===== config.mk =====
export PLATFORM = sky130hd
export DESIGN_NAME = ami_wsplit
export DESIGN_NICKNAME = d
export VERILOG_FILES = /design/src/rtl/ami_wsplit.sv
export SDC_FILE = /design/constraint.sdc
export NUM_CORES = 1
export LEC_CHECK = 0
export BUFFER_PORTS_ARGS = -buffer_cell sky130_fd_sc_hd__buf_4
export CAP_MARGIN = 10
export CORE_UTILIZATION = 25
export DETAILED_ROUTE_END_ITERATION = 10
export PLACE_DENSITY = 0.52
export SLEW_MARGIN = 40
export SYNTH_ARGS = -nofsm -noshare
export SYNTH_HDL_FRONTEND = slang
export SYNTH_SLANG_ARGS = --single-unit

===== constraint.sdc =====
create_clock -name usr_clk -period 18.4 [get_ports usr_clk]
set_input_delay 0.92 -clock usr_clk [delete_from_list [all_inputs] [get_ports usr_clk]]
set_output_delay 0.92 -clock usr_clk [all_outputs]
set_load 0.01 [all_outputs]

===== src/rtl/ami_wsplit.sv =====
// Splits one write command into 4 KB-safe AXI INCR bursts. W beats pass straight
// through, and a queue of burst lengths places wlast on each burst's final beat.
module ami_wsplit #(
    parameter int AXI_DW = 128,
    parameter int AXI_AW = 32,
    parameter int AXI_IW = 8,
    parameter int BL     = 16,
    parameter int CMD_BW = 16,
    parameter int LQ_D   = 4
) (
    input  logic                  usr_clk,
    input  logic                  usr_reset,
    input  logic                  cmd_valid,
    output logic                  cmd_ready,
    input  logic [AXI_AW-1:0]     cmd_addr,
    input  logic [CMD_BW-1:0]     cmd_beats,
    input  logic [AXI_IW-1:0]     cmd_id,
    output logic                  cmd_done,
    output logic                  cmd_err,
    input  logic [AXI_DW-1:0]     src_wdata,
    input  logic [AXI_DW/8-1:0]   src_wstrb,
    input  logic                  src_wvalid,
    output logic                  src_wready,
    output logic [AXI_IW-1:0]     usr_awid,
    output logic [AXI_AW-1:0]     usr_awaddr,
    output logic [7:0]            usr_awlen,
    output logic [2:0]            usr_awsize,
    output logic [1:0]            usr_awburst,
    output logic                  usr_awvalid,
    input  logic                  usr_awready,
    output logic [AXI_DW-1:0]     usr_wdata,
    output logic [AXI_DW/8-1:0]   usr_wstrb,
    output logic                  usr_wlast,
    output logic                  usr_wvalid,
    input  logic                  usr_wready,
    input  logic [1:0]            usr_bresp,
    input  logic                  usr_bvalid,
    output logic                  usr_bready
);

    localparam int AXI_BYTES = AXI_DW / 8;
    localparam int SZ        = $clog2(AXI_BYTES);
    localparam int NW        = (CMD_BW > 13) ? CMD_BW : 13;
    localparam int PW        = (LQ_D > 1) ? $clog2(LQ_D) : 1;
    localparam int CW        = $clog2(LQ_D + 1);

    localparam logic [NW-1:0]     BL_X     = NW'(BL);
    localparam logic [CW-1:0]     LQ_FULL  = CW'(LQ_D);
    localparam logic [PW-1:0]     PTR_LAST = PW'(LQ_D - 1);
    localparam logic [AXI_AW-1:0] LOW_MASK = AXI_AW'(AXI_BYTES - 1);

    localparam logic [1:0] ST_IDLE  = 2'd0;
    localparam logic [1:0] ST_ISSUE = 2'd1;
    localparam logic [1:0] ST_DRAIN = 2'd2;
    localparam logic [1:0] ST_DONE  = 2'd3;

    logic [1:0]        state_q, state_d;
    logic [AXI_AW-1:0] addr_q, addr_d;
    logic [CMD_BW-1:0] rem_q, rem_d;
    logic [AXI_IW-1:0] id_q, id_d;
    logic [CMD_BW-1:0] bursts_q, bursts_d;
    logic [CMD_BW-1:0] bcnt_q, bcnt_d;
    logic              err_q, err_d;
    logic [7:0]        beat_q, beat_d;
    logic [PW-1:0]     wr_ptr_q, wr_ptr_d;
    logic [PW-1:0]     rd_ptr_q, rd_ptr_d;
    logic [CW-1:0]     lq_cnt_q, lq_cnt_d;
    logic [7:0]        lq_q [LQ_D];

    logic          lq_empty, lq_full;
    logic [7:0]    lq_head;
    logic [12:0]   page_room;
    logic [NW-1:0] rem_x, room_x, n_x;
    logic          aw_hs, w_hs, pop, b_hs;

    assign lq_empty = (lq_cnt_q == '0);
    assign lq_full  = (lq_cnt_q == LQ_FULL);
    assign lq_head  = lq_q[rd_ptr_q];

    // Burst size: limited by remaining beats, BL, and the room left in the 4 KB page.
    always_comb begin
        page_room = 13'h1000 - {1'b0, addr_q[11:0]};
        rem_x     = NW'(rem_q);
        room_x    = NW'(page_room >> SZ);
        n_x       = BL_X;
        if (rem_x < n_x) begin
            n_x = rem_x;
        end
        if (room_x < n_x) begin
            n_x = room_x;
        end
    end

    assign usr_awvalid = (state_q == ST_ISSUE) && !lq_full;
    assign usr_awaddr  = addr_q;
    assign usr_awlen   = 8'(n_x - NW'(1));
    assign usr_awsize  = 3'(SZ);
    assign usr_awburst = 2'b01;
    assign usr_awid    = id_q;
    assign aw_hs       = usr_awvalid && usr_awready;

    // W is a zero-latency passthrough, gated only by having a burst announced.
    assign usr_wvalid = src_wvalid && !lq_empty;
    assign src_wready = usr_wready && !lq_empty;
    assign usr_wdata  = src_wdata;
    assign usr_wstrb  = src_wstrb;
    assign usr_wlast  = !lq_empty && (beat_q == lq_head);
    assign w_hs       = src_wvalid && usr_wready && !lq_empty;
    assign pop        = w_hs && usr_wlast;

    assign usr_bready = (state_q == ST_ISSUE) || (state_q == ST_DRAIN);
    assign b_hs       = usr_bvalid && usr_bready;

    assign cmd_ready = (state_q == ST_IDLE);
    assign cmd_done  = (state_q == ST_DONE);
    assign cmd_err   = cmd_done && err_q;

    always_comb begin
        state_d  = state_q;
        addr_d   = addr_q;
        rem_d    = rem_q;
        id_d     = id_q;
        bursts_d = bursts_q;
        bcnt_d   = bcnt_q;
        err_d    = err_q;
        beat_d   = beat_q;
        wr_ptr_d = wr_ptr_q;
        rd_ptr_d = rd_ptr_q;
        lq_cnt_d = lq_cnt_q;

        if (aw_hs) begin
            wr_ptr_d = (wr_ptr_q == PTR_LAST) ? '0 : wr_ptr_q + PW'(1);
            bursts_d = bursts_q + CMD_BW'(1);
        end
        if (pop) begin
            rd_ptr_d = (rd_ptr_q == PTR_LAST) ? '0 : rd_ptr_q + PW'(1);
            beat_d   = '0;
        end else if (w_hs) begin
            beat_d = beat_q + 8'd1;
        end
        case ({aw_hs, pop})
            2'b10:   lq_cnt_d = lq_cnt_q + CW'(1);
            2'b01:   lq_cnt_d = lq_cnt_q - CW'(1);
            default: lq_cnt_d = lq_cnt_q;
        endcase
        if (b_hs) begin
            bcnt_d = bcnt_q + CMD_BW'(1);
            if (usr_bresp != 2'b00) begin
                err_d = 1'b1;
            end
        end

        case (state_q)
            ST_IDLE: begin
                if (cmd_valid) begin
                    addr_d  = cmd_addr & ~LOW_MASK;
                    rem_d   = cmd_beats;
                    id_d    = cmd_id;
                    state_d = (cmd_beats == '0) ? ST_DONE : ST_ISSUE;
                end
            end
            ST_ISSUE: begin
                if (aw_hs) begin
                    addr_d = addr_q + (AXI_AW'(n_x) << SZ);
                    rem_d  = rem_q - CMD_BW'(n_x);
                    if (rem_d == '0) begin
                        state_d = ST_DRAIN;
                    end
                end
            end
            ST_DRAIN: begin
                // Next-state counts let a B landing with the final W still close out.
                if ((lq_cnt_d == '0) && (bcnt_d == bursts_d)) begin
                    state_d = ST_DONE;
                end
            end
            default: begin
                bursts_d = '0;
                bcnt_d   = '0;
                err_d    = 1'b0;
                beat_d   = '0;
                state_d  = ST_IDLE;
            end
        endcase
    end

    always_ff @(posedge usr_clk) begin
        if (usr_reset) begin
            state_q  <= ST_IDLE;
            addr_q   <= '0;
            rem_q    <= '0;
            id_q     <= '0;
            bursts_q <= '0;
            bcnt_q   <= '0;
            err_q    <= 1'b0;
            beat_q   <= '0;
            wr_ptr_q <= '0;
            rd_ptr_q <= '0;
            lq_cnt_q <= '0;
        end else begin
            state_q  <= state_d;
            addr_q   <= addr_d;
            rem_q    <= rem_d;
            id_q     <= id_d;
            bursts_q <= bursts_d;
            bcnt_q   <= bcnt_d;
            err_q    <= err_d;
            beat_q   <= beat_d;
            wr_ptr_q <= wr_ptr_d;
            rd_ptr_q <= rd_ptr_d;
            lq_cnt_q <= lq_cnt_d;
        end
    end

    always_ff @(posedge usr_clk) begin
        if (aw_hs) begin
            lq_q[wr_ptr_q] <= usr_awlen;
        end
    end

endmodule


======== Yosys cells after proc, flatten, opt, wreduce, memory -nomap -nowiden ========
Memory sizes are Yosys's and may differ from the RTL's. A register that Yosys moved wholly into a read port is not among the register bits.
Index checks and enable logic that the tools add are counted.
storage, ports and cells
  register bits after elaboration ......... 106
  latch bits .............................. 0
  bits in writable memories ............... 32
  ROM bits ................................ 0
  logic and storage cells ................. 91
  memories kept ........................... 1
cells by class
  add/sub/neg operators ................... 11
  multiply operators ...................... 0
  div/mod/pow operators ................... 0
  order comparisons ....................... 2
  equality and inequality tests ........... 14
  shift-type cells ........................ 0
  muxes and demuxes ....................... 23
  bitwise gates (word level) .............. 1
  reduce and logical (&&, ||, !) cells .... 28
memory list
  name  depth  bits a word  read ports  clocked after Yosys merged registers in  write ports  RTL line  source
  lq_q  4      8            1           1                                        1            68        logic [7:0] lq_q [LQ_D];
operators with widths
  cell                      number
  $mux W16                  6
  $mux W32                  2
  $pmux W32 S2              1
  $add A16 B1 Y16 const B   2
  $add A32 B20 Y32          1
  $logic_not A16 Y1         2
  $pmux W16 S2              1
  $mux W2                   9
  $eq A16 B16 Y1            1
  $lt A16 B5 Y1 const B     1
  $lt A9 B16 Y1             1
  $sub A16 B16 Y16          1
  $sub A13 B12 Y13 const A  1
  $logic_and A1 B1 Y1       11
  $eq A2 B2 Y1 const B      5
  $add A8 B1 Y8 const B     1
  $eq A8 B8 Y1              1
  $sub A8 B1 Y8 const B     1
  $logic_not A3 Y1          2
  $pmux W2 S3               1
  $pmux W3 S2               1
  $reduce_or A3 Y1          2
  $add A2 B1 Y2 const B     2
  $eq A2 B1 Y1 const B      2
  other kinds (15)          21

======== Depth between registers and ports, before layout ========
Gate-level depths: netlist (run 1).
  word-level depth ........................ 10
  mapped depth ............................ 29

======== Worst setup path before layout (run 1) ========
No wires, ideal clock.
  path kind ............................... reg2reg
  start ................................... register addr_q[7], in the netlist usr_awaddr[7]
  end ..................................... register state_q[1]
  library setup time ...................... 0.096 ns
  arrival ................................. 6.461 ns
  required time ........................... 18.304 ns
  path slack .............................. 11.843 ns
  cell stages (with the launch flop) ...... 28
  clock period less this slack ............ 6.557 ns
  cells stage by stage .................... dfxtp_1 clkbuf_1 or4_4 or3_1 nand2_1 inv_1 ha_1 nand2_1 o211ai_1 a21oi_4 buf_4 nor2_1 nor2_1 a31oi_1 inv_1 ha_1 or2_2 nand3_1 a211o_1 o211ai_1 a21o_1 o31a_1 a2111o_1 a21boi_2 o2111ai_1 nor4_2 a41oi_2 o41ai_2
on the way
  word-level cells in the longest chain between the ends .. 7
RTL lines
  element                        RTL line  source
  from (decl)                    58        logic [AXI_AW-1:0] addr_q, addr_d;
  from (signal assigned)         202       addr_q <= addr_d;
  $sub A13 B12 Y13 *             82        page_room = 13'h1000 - {1'b0, addr_q[11:0]};
  $lt A9 B16 Y1                  89        if (room_x < n_x) begin
  $mux W16 *                     89
  $sub A16 B16 Y16 *             165       rem_d = rem_q - CMD_BW'(n_x);
  $logic_not A16 Y1 *            166       if (rem_d == '0) begin
  $ne A2 B1 Y1 (no line) *       --
  $reduce_and A4 Y1 (no line) *  --
  to (signal assigned)           201       state_q <= state_d;
  to (decl)                      57        logic [1:0] state_q, state_d;
Mark *: on every way between the ends. The rest lies on a longest branch, timed or not.
A chain may end at the register's enable or synchronous reset.

======== Final worst setup path (run 1) ========
  start ................................... register rem_q[12]
  end ..................................... register state_q[1]
on the way
  word-level cells in the longest chain between the ends .. 8
RTL lines
  element                        RTL line  source
  from (decl)                    59        logic [CMD_BW-1:0] rem_q, rem_d;
  from (signal assigned)         203       rem_q <= rem_d;
  $lt A16 B5 Y1                  86        if (rem_x < n_x) begin
  $mux W16                       86
  $lt A9 B16 Y1                  89
  $mux W16                       89
  $sub A16 B16 Y16 *             165
  $logic_not A16 Y1 *            166
  $ne A2 B1 Y1 (no line) *       --
  $reduce_and A4 Y1 (no line) *  --
Marks and branches as above.

==> flow_summary.json, run 1 <==
{
  "cp.arrival_ns": 7.89,
  "status": "finished, final reports clean",
  "drv_slew": 0,
  "end_kind": "flop",
  "drt_pass1_iterations": 5,
  "dieArea_um2": 43500,
  "worst_slew_pin_slew_ns": 0.790,
  "grt_use_total_pct": 14.3,
  "fill_cells": 4557,
  "dp_hpwl_um": 23400,
  "grt_max_degree": 62,
  "critPathRequiredTime_ns": 18.73,
  "num_rows": 75,
  "ir_worst_vdd_uv": 84.0,
  "skew_ns": 0.0183,
  "routed_wl_um": 31200,
  "netlist.area_leader.share_pct": 19.5,
  "power.total_mw": 2.45,
  "path_max_fanout": 14,
  "cts_setup_buffers": 0,
  "synth_top_area_cell": "dfxtp_1",
  "syn_avg_cell_area_um2": 8.40,
  "cts_tree": "done",
  "ant_nets": 0,
  "drtIter0Drc": 559,
  "max-cap-violations": 0,
  "gp_congestion": 0.859,
  "critical_path_buf_inv_count": 2,
  "hp-class": "flop to flop",
  "async_reset_ff_share_pct": 0,
  "vias": 8995,
  "grt_remaining_overflow": 0,
  "min_period_over_period_pct": 41.1,
  "hold_violations": 0,
  "layout-drive-gt1-share_pct": 16.6,
  "drcViolationCount": 0,
  "die_h_um": 209,
  "path_delay_family": "compound AO/OA/AOI/OAI gates",
  "cts_buffer_depth": 2,
  "grt_setup_unrepaired": "no",
  "synth_warnings": 0,
  "initial_core_util_pct": 25.4,
  "die-width_um": 209,
  "viasPerCell": 5.05,
  "worstSetupPathType": "flop to flop",
  "ctsHoldBuffers": 0,
  "fin_crit_ns": 7.56,
  "start_kind": "flop",
  "startpoint": "rem_q[12]",
  "syn_inst": 1271,
  "finalSetupTns_ns": 0,
  "synthTopCellsByArea": "dfxtp_1 (20%), buf_4 (11%), edfxtp_1 (9.0%)",
  "slew_headroom_pct": 47.0,
  "cp_slowest_stage_delay_ns": 0.70,
  "root_buffer": "clkbuf_16",
  "synth_edf_count": 32,
  "slowest_stage": "nor4_1",
  "worstPathCellList": "nor4_1 -> nand3_1 -> clkinv_1 -> nand2_1 -> ha_1 -> nor3b_1 -> nand4_2 -> a21oi_4 -> nor2_1 -> a31oi_2 -> inv_1 -> ha_1 -> or2_2 -> nand3_1 -> a211o_1 -> o211ai_1 -> a21o_1 -> o31a_1 -> a2111o_1 -> a21boi_2 -> o2111ai_1 -> nor4_2 -> a41oi_2 -> o41ai_2",
  "worst_r2r_startpoint": "rem_q[12]",
  "synth-seq-area-share_pct": 28.5,
  "final_util_pct": 27.6,
  "grt_pass1_vias": 8715,
  "cts.htree.levels": 4,
  "powerDensity_nw_per_um2": 211,
  "ctsResizeCount": 0,
  "multi_input_area_um2": 6210,
  "antenna_found_initial": 0,
  "grt_pass1_wl_um": 49200,
  "wl_per_cell_um": 17.5,
  "nNetsFinal": 1491,
  "min_from": "usr_awid[1]",
  "syn_to_final_growth_pct": 8.79,
  "ys_ff_latch": 136,
  "fmax_mhz": 132,
  "synth_cell_type_count": 100,
  "antenna_cells": 0,
  "seqCellArea_um2": 3040,
  "cts_buffers": 17,
  "power_leakage_nw": 4.46,
  "io_buffers": 112,
  "num_io_pins": 414,
  "clk_pin_slew_ns": 0.06,
  "core_um2": 42000,
  "clkSinkCount": 136,
  "finalSetupViolCount": 0,
  "netlist_area_um2": 10700,
  "clk_latency_ns": 0.44,
  "ys.flop_type": "dfxtp_1"
}
[registers in the layout, indices dropped and copies added (netlist names), named ones only]
| register | flops |
|---|---|
| lq_q | 32 |
| usr_awaddr | 28 |
| bcnt_q | 16 |
| bursts_q | 16 |
| rem_q | 16 |
| beat_q | 8 |
| usr_awid | 8 |
| lq_cnt_q | 3 |
| rd_ptr_q | 2 |
| state_q | 2 |
| wr_ptr_q | 2 |
| err_q | 1 |
[metrics by stage]
| step | cell area, um^2 | worst slack, ns | hold slack (ns) | instances |
|---|---|---|---|---|
| 2_1_floorplan | 10800 | 11.84 | 0.432 | 1297 |
| 3_3_place_gp | 11000 | 10.73 | 0.446 | 1749 |
| 3_5_place_dp | 11000 | 10.59 | 0.451 | 1749 |
| 4_1_cts | 11600 | 10.55 | 0.461 | 1781 |
| 5_1_grt | 11600 | 10.40 | 0.480 | 1781 |
| 6_report | 11600 | 10.84 | 0.457 | 1781 |
[power by group]
part	internal (mW)	switching (mW)
registers	0.416	0.0797
clock network	0.217	0.153
logic	0.587	1.00
total	1.22	1.23
[worst min-delay path, stage by stage (launching register included)]
cell	delay, ns
dfxtp_1	0.31
nand2_1	0.05
a21oi_1	0.05
[cell type report]
class | instances | area share, %
sequential | 136 | 26.2
clock inverter | 15 | 1.64
inverter | 47 | 1.54
multi-input combinational | 909 | 53.5
clock buffer | 17 | 3.66
timing repair buffer | 118 | 7.63
tap | 539 | 5.81
[synthesized netlist by cell type (all sizes together) (5+ instances only)]
| cell type | count |
|---|---|
| or2 | 7 |
| nand4 | 22 |
| a211o | 6 |
| nor2b | 10 |
| o22ai | 5 |
| nor3b | 8 |
| nand2b | 5 |
| and4 | 9 |
| mux2i | 16 |
| nor4 | 24 |
| nor3 | 29 |
| a31oi | 15 |
| buf | 162 |
| o31ai | 12 |
| or4 | 6 |
| a311oi | 5 |
| or3 | 8 |
| a22oi | 7 |
| mux4 | 8 |
| o31a | 6 |
| nand2 | 80 |
| a211oi | 31 |
| and2 | 13 |
| clkbuf | 43 |
| a21o | 14 |
| and3 | 26 |
| o211ai | 14 |
| o21ai | 50 |
| inv | 44 |
| ha | 52 |
| a31o | 5 |
| xor2 | 34 |
| a21oi | 78 |
| dfxtp | 104 |
| nor2 | 123 |
| nand3b | 5 |
| nand3 | 38 |
| a21boi | 7 |
| xnor2 | 44 |
| edfxtp | 32 |
[logic make-up after synthesis]
group,share of synthesized area [%]
mux,3.19
xor+xnor,7.47
compound gates,19.6
buf+inv,14.4
simple gates,20.3
flops,28.5
other cells,0.0704
fa+ha+maj,6.38
[metal layers]
| layer | wire length [um] | vias up | global-route usage, % |
|---|---|---|---|
| met1 | 13800 | 4275 | 18.0 |
| met3 | 2320 | 47 | 4.48 |
| met2 | 14200 | 324 | 22.9 |
| met5 | 0 | - | 0.667 |
| li1 | - | 4349 | - |
| met4 | 788 | 0 | 5.07 |
[placed cells by master, fill, tap and decap left out, types with 6 or more instances in the layout]
cell / n
nor3b_1: 7
buf_4: 118
nor2b_1: 10
conb_1: 28
mux2i_1: 16
and3_1: 26
nor2_1: 122
o31a_1: 6
a211oi_1: 30
and2_1: 12
ha_1: 51
edfxtp_1: 32
or2_2: 6
a21o_1: 14
o31ai_1: 12
a31oi_1: 13
inv_1: 42
o21ai_0: 43
a22oi_1: 7
nand2_1: 79
mux4_2: 8
nor3_1: 29
a21oi_1: 76
and4_1: 9
clkbuf_16: 17
nand3_1: 38
xnor2_1: 44
o211ai_1: 14
nand4_1: 21
xor2_1: 34
nor4_1: 20
or3_1: 8
dfxtp_1: 104
a211o_1: 6
[final timing paths]
| path | slack [ns] | end | cells past startpoint |
|---|---|---|---|
| hold reg to reg | 0.46 | usr_awid[1] | 2 |
| hold / removal | 0.46 | usr_awid[1] | 2 |
| setup / recovery | 10.84 | state_q[1] | 24 |
| setup reg to reg | 10.84 | state_q[1] | 24 |
Power figures use the tool's default switching activity.
==> inputs of run 2 (changes only) <==
Clock period 18.4 ns to 7.75 ns, I/O delays scaled along.
==> run 2 against run 1 <==
Critical path type unchanged. First-iteration DRC count increased by 5.5%. Highest routed layer unchanged. Die area did not move. Final area down 0.27%.
==> flow_summary.json, run 2 (synthesis gave the netlist of run 1 again) <==
{
  "status": "finished, final reports clean",
  "worstSetupPathType": "flop to flop",
  "final_common_cell": "buf_4",
  "reg2reg_slack_ns": 0.71,
  "io_buffers": 112,
  "fmax_mhz": 142,
  "wl_per_cell_um": 17.7,
  "worst_r2r_startpoint": "rem_q[5]",
  "ff2ff_path_depth": 25,
  "cp.arrival_ns": 7.32,
  "final_cell_mix": "buf_4 (123), nor2_1 (122), dfxtp_1 (104)",
  "drcViolationCount": 0,
  "cts.htree.levels": 4,
  "whs_ns": 0.219,
  "cts_setup_buffers": 0,
  "num_rows": 75,
  "critPathRequiredTime_ns": 8.03,
  "clk_pin_slew_ns": 0.06,
  "ctsResizeCount": 0,
  "startpoint": "rem_q[5]",
  "drt_pass1_iterations": 5,
  "skew_ns": 0.0115,
  "dieArea_um2": 43500,
  "drtIter0Drc": 590,
  "gp_congestion": 0.881,
  "top_register": "lq_q",
  "min_period_over_period_pct": 90.8,
  "hold_violations": 0,
  "nNetsFinal": 1496,
  "seqCellArea_um2": 3040,
  "grt_setup_unrepaired": "no",
  "grt_pass1_vias": 8637,
  "power_leakage_nw": 4.45,
  "powerDensity_nw_per_um2": 495,
  "root_buffer": "clkbuf_16",
  "clk_latency_ns": 0.43,
  "num_io_pins": 414,
  "largest_reg_flops": 32,
  "dp_hpwl_um": 23800,
  "fin_crit_ns": 7.04,
  "end_kind": "flop",
  "slew_headroom_pct": 49.3,
  "crit_end": "state_q[0]",
  "grt_use_total_pct": 14.3,
  "antenna_cells": 0,
  "worst_slew_pin_slew_ns": 0.755,
  "cts_buffer_depth": 2,
  "clkSinkCount": 136,
  "grt_remaining_overflow": 0,
  "cts_buffers": 17,
  "finalSetupTns_ns": 0,
  "die-width_um": 209,
  "initial_core_util_pct": 25.4,
  "max-cap-violations": 0,
  "viasPerCell": 5.07,
  "path_max_fanout": 14,
  "antenna_found_initial": 0,
  "ctsHoldBuffers": 0,
  "ir_worst_vdd_uv": 190,
  "hp-class": "primary input to flop",
  "start_kind": "flop",
  "fill_cells": 4554,
  "finalSetupViolCount": 0,
  "grt_pass1_wl_um": 48900,
  "core_um2": 42000,
  "r2r-end": "state_q[0]",
  "ant_nets": 0,
  "grt_max_degree": 62,
  "multi_input_area_um2": 6210,
  "syn_to_final_growth_pct": 8.50,
  "layout-drive-gt1-share_pct": 16.7,
  "die_h_um": 209,
  "drv_slew": 0,
  "routed_wl_um": 31600,
  "vias": 9058,
  "cts_tree": "done"
}
run 2: changes by cell type in the layout (fill, tap and decap cells not counted):
| cell | change |
|---|---|
| inv_8 | -3 |
| a31oi_1 | +1 |
| buf_4 | +5 |
| bufinv_16 | -2 |
| clkinv_4 | +1 |
| clkinvlp_4 | +2 |
| clkinv_1 | +2 |
| a31oi_2 | -1 |
run 2: metrics by stage:
step / utilization, % / cells / instance area [um^2] / setup WS (ns) / total power [mW]
global route: 27.5 / 1786 / 11600 / 0.214 / 6.16
detailed placement: 26.2 / 1754 / 11000 / 0.841 / 4.93
CTS: 27.5 / 1786 / 11600 / 0.795 / 5.74
finish: 27.5 / 1786 / 11600 / 0.709 / 5.74
floorplan: - / 1297 / 10800 / 1.19 / 3.81
global placement: 26.2 / 1754 / 11000 / 0.874 / 4.92
run 2: critical path, cell delays in order (launching register included):
cell	delay (ns)
dfxtp_1	0.45
nor4_1	0.56
nand3_1	0.32
clkinv_1	0.25
nand2_1	0.11
ha_1	0.21
nor3b_1	0.41
nand4_2	0.30
a21oi_4	0.50
nor2_1	0.26
a31oi_1	0.26
inv_1	0.11
ha_1	0.25
or2_2	0.32
nand3_1	0.11
a211o_1	0.12
o211ai_1	0.10
a21o_1	0.25
o31a_1	0.35
a2111o_1	0.49
a21boi_2	0.17
o2111ai_1	0.17
nor4_2	0.33
a41oi_2	0.21
nor3_1	0.18
a211oi_1	0.07
run 2: worst min path at each step:
stage	end	cells after the start	startpoint	slack, ns
after global routing	usr_awid[2]	3	cmd_id[2]	0.22
after detailed placement	usr_awid[3]	2	usr_awid[3]	0.45
after global placement	usr_awid[6]	2	usr_awid[6]	0.45
after floorplan	err_q	2	err_q	0.43
after CTS	usr_awid[3]	3	cmd_id[3]	0.20
final	usr_awid[0]	3	cmd_id[0]	0.22
run 2: power breakdown:
group / total, mW / leakage [nW] / internal [mW] / switching (mW)
Clock: 0.784 / 0.265 / 0.441 / 0.343
Sequential: 1.18 / 1.14 / 0.988 / 0.191
Combinational: 3.77 / 3.05 / 1.41 / 2.36
run 2: layer usage:
metal  share of wire, %  track usage [%]
met1                 43             18.0
met2                 45             22.4
met3                8.7             4.34
met4                2.9             5.93
met5                  0            0.667
run 2: final cells by class:
class                           instances  share of cell area [%]
Multi-Input combinational cell        909                    53.6
Sequential cell                       136                    26.3
Timing Repair Buffer                  123                    7.97
Tap cell                              539                    5.82
Clock buffer                           17                    3.67
Inverter                               47                    1.55
Clock inverter                         15                    1.10
